**config.mk**
```make
export PLATFORM = sky130hd
export DESIGN_NAME = fast_pat_load
export DESIGN_NICKNAME = d
export VERILOG_FILES = /design/src/rtl/fast_pat_load.sv
export SDC_FILE = /design/constraint.sdc
export NUM_CORES = 2
export LEC_CHECK = 0
export BUFFER_PORTS_ARGS = -buffer_cell sky130_fd_sc_hd__clkbuf_2
export CAP_MARGIN = 20
export CORE_ASPECT_RATIO = 0.8
export CORE_MARGIN = 10
export CORE_UTILIZATION = 60
export DETAILED_ROUTE_END_ITERATION = 12
export GPL_TIMING_DRIVEN = 0
export PLACE_DENSITY = 0.77
export SYNTH_ARGS = -nofsm -noshare
export SYNTH_HDL_FRONTEND = slang
export SYNTH_SLANG_ARGS = --single-unit
```
**constraint.sdc**
```tcl
create_clock -name clk -period 5 [get_ports clk]
set_clock_uncertainty 0.05 [all_clocks]
set_input_delay 0.25 -clock clk [delete_from_list [all_inputs] [get_ports clk]]
set_output_delay 0.25 -clock clk [all_outputs]
set_load 0.01 [all_outputs]
```
**src/rtl/fast_pat_load.sv**
```systemverilog
`default_nettype none
// ============================================================================
//  Module   : fast_pat_load
//  Purpose  : Packs a 24-bit RGB pixel stream, 32 pixels per group, into three
//             256-bit words and writes them to the on-chip pattern memory
//             starting at BASE_ADDR. The header word is cleared before any data
//             is written and gets MAGIC only after the last data word is
//             accepted, so the fetch side never sees a partial pattern.
//  Revision : 1.0 - initial release
// ============================================================================
module fast_pat_load #(
  parameter int         ADDR_W     = 11,
  parameter int         DATA_W     = 256,
  parameter int         PIX_W      = 24,
  parameter int         HDR_ADDR   = 0,
  parameter int         BASE_ADDR  = 1,
  parameter logic [7:0] MAGIC      = 8'h77,
  parameter int         MAX_GROUPS = 682
) (
  input  logic                clk,
  input  logic                rst_n,
  input  logic                start,
  input  logic [9:0]          group_num,
  input  logic [PIX_W-1:0]    pix_data,
  input  logic                pix_valid,
  output logic                pix_ready,
  output logic                onchip_mem_chip_select,
  output logic                onchip_mem_chip_read,
  output logic                onchip_mem_write,
  output logic [ADDR_W-1:0]   onchip_mem_addr,
  output logic [DATA_W/8-1:0] onchip_mem_byte_enable,
  output logic [DATA_W-1:0]   onchip_mem_write_data,
  input  logic                onchip_mem_waitrequest,
  output logic                busy,
  output logic                done,
  output logic                err
);

  typedef enum logic [2:0] {
    S_IDLE    = 3'd0,
    S_CLR_HDR = 3'd1,
    S_COLLECT = 3'd2,
    S_WRITE   = 3'd3,
    S_SET_HDR = 3'd4
  } state_t;

  state_t                r_state;
  state_t                w_next;
  logic [9:0]            r_remaining;
  logic [ADDR_W-1:0]     r_addr;
  logic [4:0]            r_idx;
  logic [1:0]            r_wsel;
  logic [3*DATA_W-1:0]   r_pack;
  logic                  r_done;
  logic                  r_err;

  logic                  w_legal;
  logic                  w_pix_acc;
  logic                  w_wr;
  logic [ADDR_W-1:0]     w_addr;
  logic [DATA_W-1:0]     w_wdata;
  logic [9:0]            w_msb;

  assign w_legal   = (group_num != 10'd0) && (group_num <= 10'(MAX_GROUPS));
  assign w_pix_acc = (r_state == S_COLLECT) && pix_valid;
  // Pixel k occupies pack[767-24k -: 24], so pixel 0 ends up in the MSBs.
  assign w_msb     = 10'(3*DATA_W-1) - (10'(PIX_W) * 10'(r_idx));

  // Next-state decode and memory-port drive; all write outputs idle to 0.
  always_comb begin
    w_next  = r_state;
    w_wr    = 1'b0;
    w_addr  = '0;
    w_wdata = '0;
    case (r_state)
      S_IDLE: begin
        if (start && w_legal) w_next = S_CLR_HDR;
      end
      S_CLR_HDR: begin
        w_wr   = 1'b1;
        w_addr = ADDR_W'(HDR_ADDR);
        if (!onchip_mem_waitrequest) w_next = S_COLLECT;
      end
      S_COLLECT: begin
        if (w_pix_acc && (r_idx == 5'd31)) w_next = S_WRITE;
      end
      S_WRITE: begin
        w_wr   = 1'b1;
        w_addr = r_addr;
        case (r_wsel)
          2'd0:    w_wdata = r_pack[3*DATA_W-1:2*DATA_W];
          2'd1:    w_wdata = r_pack[2*DATA_W-1:DATA_W];
          default: w_wdata = r_pack[DATA_W-1:0];
        endcase
        if (!onchip_mem_waitrequest && (r_wsel == 2'd2))
          w_next = (r_remaining == 10'd1) ? S_SET_HDR : S_COLLECT;
      end
      S_SET_HDR: begin
        w_wr    = 1'b1;
        w_addr  = ADDR_W'(HDR_ADDR);
        w_wdata = {{(DATA_W-8){1'b0}}, MAGIC};
        if (!onchip_mem_waitrequest) w_next = S_IDLE;
      end
      default: w_next = S_IDLE;
    endcase
  end

  // State register and the one-cycle done/err status pulses.
  always_ff @(posedge clk) begin
    if (!rst_n) begin
      r_state <= S_IDLE;
      r_done  <= 1'b0;
      r_err   <= 1'b0;
    end else begin
      r_state <= w_next;
      r_done  <= (r_state == S_SET_HDR) && !onchip_mem_waitrequest;
      r_err   <= (r_state == S_IDLE) && start && !w_legal;
    end
  end

  // Group counter, data address pointer and word selector.
  always_ff @(posedge clk) begin
    if (!rst_n) begin
      r_remaining <= '0;
      r_addr      <= '0;
      r_wsel      <= '0;
    end else begin
      if ((r_state == S_IDLE) && start && w_legal)
        r_remaining <= group_num;
      if ((r_state == S_CLR_HDR) && !onchip_mem_waitrequest)
        r_addr <= ADDR_W'(BASE_ADDR);
      if ((r_state == S_WRITE) && !onchip_mem_waitrequest) begin
        r_addr <= r_addr + 1'b1;
        if (r_wsel == 2'd2) begin
          r_wsel      <= 2'd0;
          r_remaining <= r_remaining - 1'b1;
        end else begin
          r_wsel <= r_wsel + 1'b1;
        end
      end
    end
  end

  // Pack register fill; the 5-bit index wraps to 0 after pixel 31.
  always_ff @(posedge clk) begin
    if (!rst_n) begin
      r_pack <= '0;
      r_idx  <= '0;
    end else if (w_pix_acc) begin
      r_pack[w_msb -: PIX_W] <= pix_data;
      r_idx                  <= r_idx + 1'b1;
    end
  end

  assign pix_ready              = (r_state == S_COLLECT);
  assign onchip_mem_chip_select = w_wr;
  assign onchip_mem_chip_read   = 1'b0;
  assign onchip_mem_write       = w_wr;
  assign onchip_mem_addr        = w_addr;
  assign onchip_mem_byte_enable = {(DATA_W/8){w_wr}};
  assign onchip_mem_write_data  = w_wdata;
  assign busy                   = (r_state != S_IDLE);
  assign done                   = r_done;
  assign err                    = r_err;

endmodule
`default_nettype wire
```
-- Word level (Yosys, flattened, before mapping)
Cells that the tools add are included.
W data, S select, Z words.
- register bits: 801
- input bits: 39
- output and inout bits: 306
- $add $sub $neg: 6
- multipliers: 1
- magnitude comparators: 1
- eq/ne operators: 13
- shift-type cells: 2
- mux-type cells: 18
- reduce and logical (&&, ||, !) cells: 20
- operators with widths (kind ; number):
    $pmux W256 S2 ; 2
    $shift A24 B12 Y791 const A ; 1
    $shiftx A24 B12 Y791 ; 1
    $bwmux W768 ; 1
    $mux W11 ; 3
    $mux W10 ; 3
    $mux W3 ; 6
    $pmux W3 S5 ; 1
    $neg A10 Y12 ; 1
    $add A11 B1 Y11 const B ; 1
    $logic_and A1 B1 Y1 ; 11
    $eq A10 B1 Y1 const B ; 1
    $le A10 B10 Y1 const B ; 1
    $reduce_bool A10 Y1 ; 1
    $sub A10 B1 Y10 const B ; 1
    $sub A10 B10 Y10 const A ; 1
    $ne A2 B2 Y1 const B ; 4
    $mul A2 B5 Y7 const A ; 1
    $eq A3 B2 Y1 const B ; 2
    $add A5 B1 Y5 const B ; 1
    $eq A5 B5 Y1 const B ; 1
    $reduce_and A5 Y1 ; 1
    $eq A3 B1 Y1 const B ; 1
    $eq A3 B3 Y1 const B ; 1
    other kinds (12) ; 13

-- Logic depth before layout (Yosys ltp)
- word-level depth: 6
- mapped depth: 12
- mapped depth without buffers: 9

-- Worst setup path before layout
OpenSTA, ideal clock, no wires.
- path type: register -> register
- start: reg r_idx[0]
- end: reg r_pack[144]
- library setup time: 0.128 ns
- arrival: 3.353 ns
- data required time: 4.822 ns
- slack: 1.470 ns
- cell stages (with the launch flop): 12
- buffers on the path: 3
- period minus slack after synthesis: 3.530 ns
- path through: dfxtp_1 clkbuf_1 clkbuf_1 clkinv_1 ha_1 clkbuf_1 nor2_1 a21o_1 nand2_1 nor4_4 mux2i_1 nor2_1
- cells in the longest elaborated chain, start to end: 5
- elaborated cells on any way between the ends: 6
- classes of those cells: 2 x add/sub; 1 x mul; 2 x shift; 1 x mux
- ends and longest elaborated chain (element ; line ; source):
    start, declared ; 51 ; logic [4:0] r_idx;
    start signal, assigned ; 151 ; r_idx <= r_idx + 1'b1;
    $mul A2 B5 Y7 * ; 67 ; assign w_msb = 10'(3*DATA_W-1) - (10'(PIX_W) * 10'(r_idx));
    $sub A10 B10 Y10 * ; 67 ;
    $neg A10 Y12 * ; 150 ; r_pack[w_msb -: PIX_W] <= pix_data;
    $shiftx A24 B12 Y791 / $shift A24 B12 Y791 (equally long branches) ; 150 ;
    $bwmux W768 * ; 150 ;
    end signal, assigned by index ; 150 ;
    end, declared ; 53 ; logic [3*DATA_W-1:0] r_pack;
Mark *: on every way between the ends. The rest lies on a longest branch, timed or not.
A chain may end at the register's enable or synchronous reset.

-- Final worst setup path
- start: reg r_idx[0]
- end: reg r_pack[461]
Same word-level chain as after synthesis.

==> results.md <==
- Status: finished with violations
- Violated checks: negative setup slack
- Leakage power: 17.0 nW
- Yosys top cell area share: 0.407
- DR vias/cell: 6.65
- WP data required: 5.47 ns
- Final nets: 5213
- Crit path DAT: 5.56 ns
- Total GRT Usage: 0.440
- # rows: 83
- Synthesized area per cell: 8.41 um2
- First-pass iteration count of the detailed router: 9
- Worst skew pair latency: 0.66 ns
- Setup TNS: -0.680 ns
- Worst-margin pin slew: 1.34 ns
- Internal power: 10.4 mW
- Adder-cell share of the synthesized area: 0.00464
- Number of buffers created by CTS: 81
- Die H: 249 um
- Distinct cell type count after synthesis: 72
- Syn-to-layout area delta: 16.3%
- Final-report max-slew violation count: 0
- Sequential Power Share: 0.453
- Chip width: 306 um
- DR WL/cell: 29.2 um
- Via count: 40400
- Cell Count, Final, Fillers Out: 6079
- Routed Wire Length: 178000 um
- Share of power burned in the clock network: 0.456
- Die footprint: 0.0763 mm2
- DRT iter0 DRCs: 6606
- VDD IR-drop max: 0.000298 V
- Filler cells: 5253
- Share of cells above drive strength 1: 0.145
- Combinational family with the most area after synthesis: simple AND/OR/NAND/NOR gates
- Post-synthesis simple-gate area fraction: 0.238
- Routed Antenna Nets: 0
- Starting Density: 0.610
- Worst-path clk slew: 0.06 ns
- Logic pwr share: 0.092
- HPWL Detailed: 130000 um
- Fmax: 0.197 GHz
- Initial antenna violation count: 6
- Design area: 0.0458 mm2
- Core area: 0.0646 mm2
- Ranking of synthesized cells by area: dfxtp_1 (41%), mux2i_1 (19%), nor2_1 (12%)
- CTS Sinks: 801
- Synthesized instance count: 4682
- Count of input and output buffers: 342
- Tightest Hold Check Type: in2reg
- Pwr dens: 310 mW/mm2
- Final period util: 1.02
- Number of remaining DRC errors: 0
- Top cell type by total area after synthesis: dfxtp_1
- Asr flop ratio synth: 0
- Mapped Area: 0.0394 mm2
- Final hold slack: 0.0148 ns
- Final hold vios: 0
- First-pass GRT wire length: 253000 um
- GP Congestion: 1.05
- EDFF count, synth: 0
- Clock buffer depth: 3
- Switch Pwr: 3.78 mW
- Cells after DPL: 5897
- Sw Ratio: 0.266
- Finished Core Util: 0.709
- RSZ-0062 raised after global routing: yes
- Post-Synth XOR/XNOR Area: 0.00194
- CP Class: reg2reg
- Tmin final: 5.09 ns
- Overflow after GRT: 0
- CP Max Fanout: 10
- Largest net degree at the start of global routing: 35
- Relative slew margins: 0.107
- CTS tree: done
- Post-synthesis mux area share: 0.197
- Hold depth: 3
- Setup ws final: -0.0852 ns
- Top-count cell post-synth: nor2_1
- Cell Area, Placed: 0.0426 mm2
- Ys flop type: dfxtp_1
- Synthesized flop and latch total: 801
- Maxcap violations: 0
- Synthesized Nets: 4735
- Synth Area in Compound Gates: 0.109
- Register area share after synthesis: 0.407
- Commonest cells post-synth: nor2_1 (1210), dfxtp_1 (801), mux2i_1 (756), a21oi_1 (541), nand2_1 (252)
- H-tree levels: 3
- Critical Path Start Type: register
- Yosys warnings: 0
- CP Capture Type: register
- Final setup violation count: 17
- Ports: 345
- Reg2Reg Depth: 11
- Vias in the first global route: 37400
- CTS Root Cell: clkbuf_16
==> per-stage QoR <==
step,worst slack (ns),power (mW)
2_1_floorplan,1.47,7.22
3_3_place_gp,-0.295,7.72
3_5_place_dp,-0.0120,7.75
6_report,-0.0852,14.2
5_1_grt,-0.0837,14.4
4_1_cts,0.0298,14.0
==> worst max-delay path: stages (launching register included) <==
cell      delay, ns
dfxtp_1        0.50
clkbuf_1       0.28
clkbuf_1       0.47
clkinv_1       0.50
ha_1           0.47
clkbuf_1       0.47
clkbuf_1       0.53
nor2_1         0.13
a21oi_2        0.81
nor2_1         0.40
mux2i_1        0.26
nor2_1         0.06
==> state kept, by name, summed over array words and instances (netlist names) <==
signal	cells
done	1
err	1
r_addr	11
r_idx	5
r_pack	768
r_remaining	10
r_state	3
r_wsel	2
==> final cells by class <==
| type | instances | area, um2 | area share |
|---|---|---|---|
| Sequential cell | 801 | 16000 | 0.350 |
| Multi-Input combinational cell | 3495 | 21700 | 0.474 |
| Clock inverter | 35 | 442 | 0.00965 |
| Clock buffer | 109 | 2330 | 0.0510 |
| Antenna cell | 8 | 20.0 | 0.000437 |
| Inverter | 13 | 48.8 | 0.00107 |
| Buffer | 373 | 1650 | 0.0361 |
| Tap cell | 850 | 1060 | 0.0232 |
| Timing Repair Buffer | 395 | 2470 | 0.0539 |
==> worst paths after layout <==
kind / slack, ns / endpoint / startpoint
min reg2reg: 0.40 / r_pack[13] / r_pack[13]
max: -0.09 / r_pack[461] / r_idx[0]
min: 0.01 / r_pack[503] / pix_data[7]
max reg2reg: -0.09 / r_pack[461] / r_idx[0]
==> power by group through the flow <==
stage | Clock, mW | Sequential [mW] | Combinational [mW]
after global routing | 6.63 | 6.42 | 1.32
after floorplan | 0 | 6.56 | 0.658
after detailed placement | 0 | 6.56 | 1.19
final | 6.47 | 6.42 | 1.30
after CTS | 6.38 | 6.42 | 1.20
after global placement | 0 | 6.56 | 1.15
==> placed cells by master (no fill, tap or decap), drive strengths merged, types with 54 or more instances in the layout <==
cell	count
a21oi	544
clkbuf	689
nand3	231
nor4	70
mux2i	756
nand2	255
nor3	56
a211oi	54
dfxtp	801
buf	176
nor2	1213
==> per-layer routing <==
layer / vias up / wire (um) / GRT usage
met1: 19300 / 67800 / 0.582
met3: 690 / 27100 / 0.149
met2: 3325 / 71500 / 0.623
li1: 17200 / - / -
met5: - / 28 / 0
met4: 4 / 11400 / 0.235
==> timing repair <==
| item | 4_1_cts | 5_1_grt |
|---|---|---|
| pin swaps | 0 | 4 |
| buffers inserted | 0 | 4 |
| hold endpoints to repair | 16 | 0 |
| cloned | 0 | 0 |
| resized for setup | 2 | 12 |
| hold buffers | 12 | 0 |
| setup endpoints to repair | 15 | 152 |
==> cells by family after synthesis <==
kind of cell	count (synthesis)
mux	772
other cells	1
flops	801
simple gates	1967
fa+ha+maj	14
buf+inv	386
compound gates	734
xor+xnor	7
(Power assumes the default switching activity.)
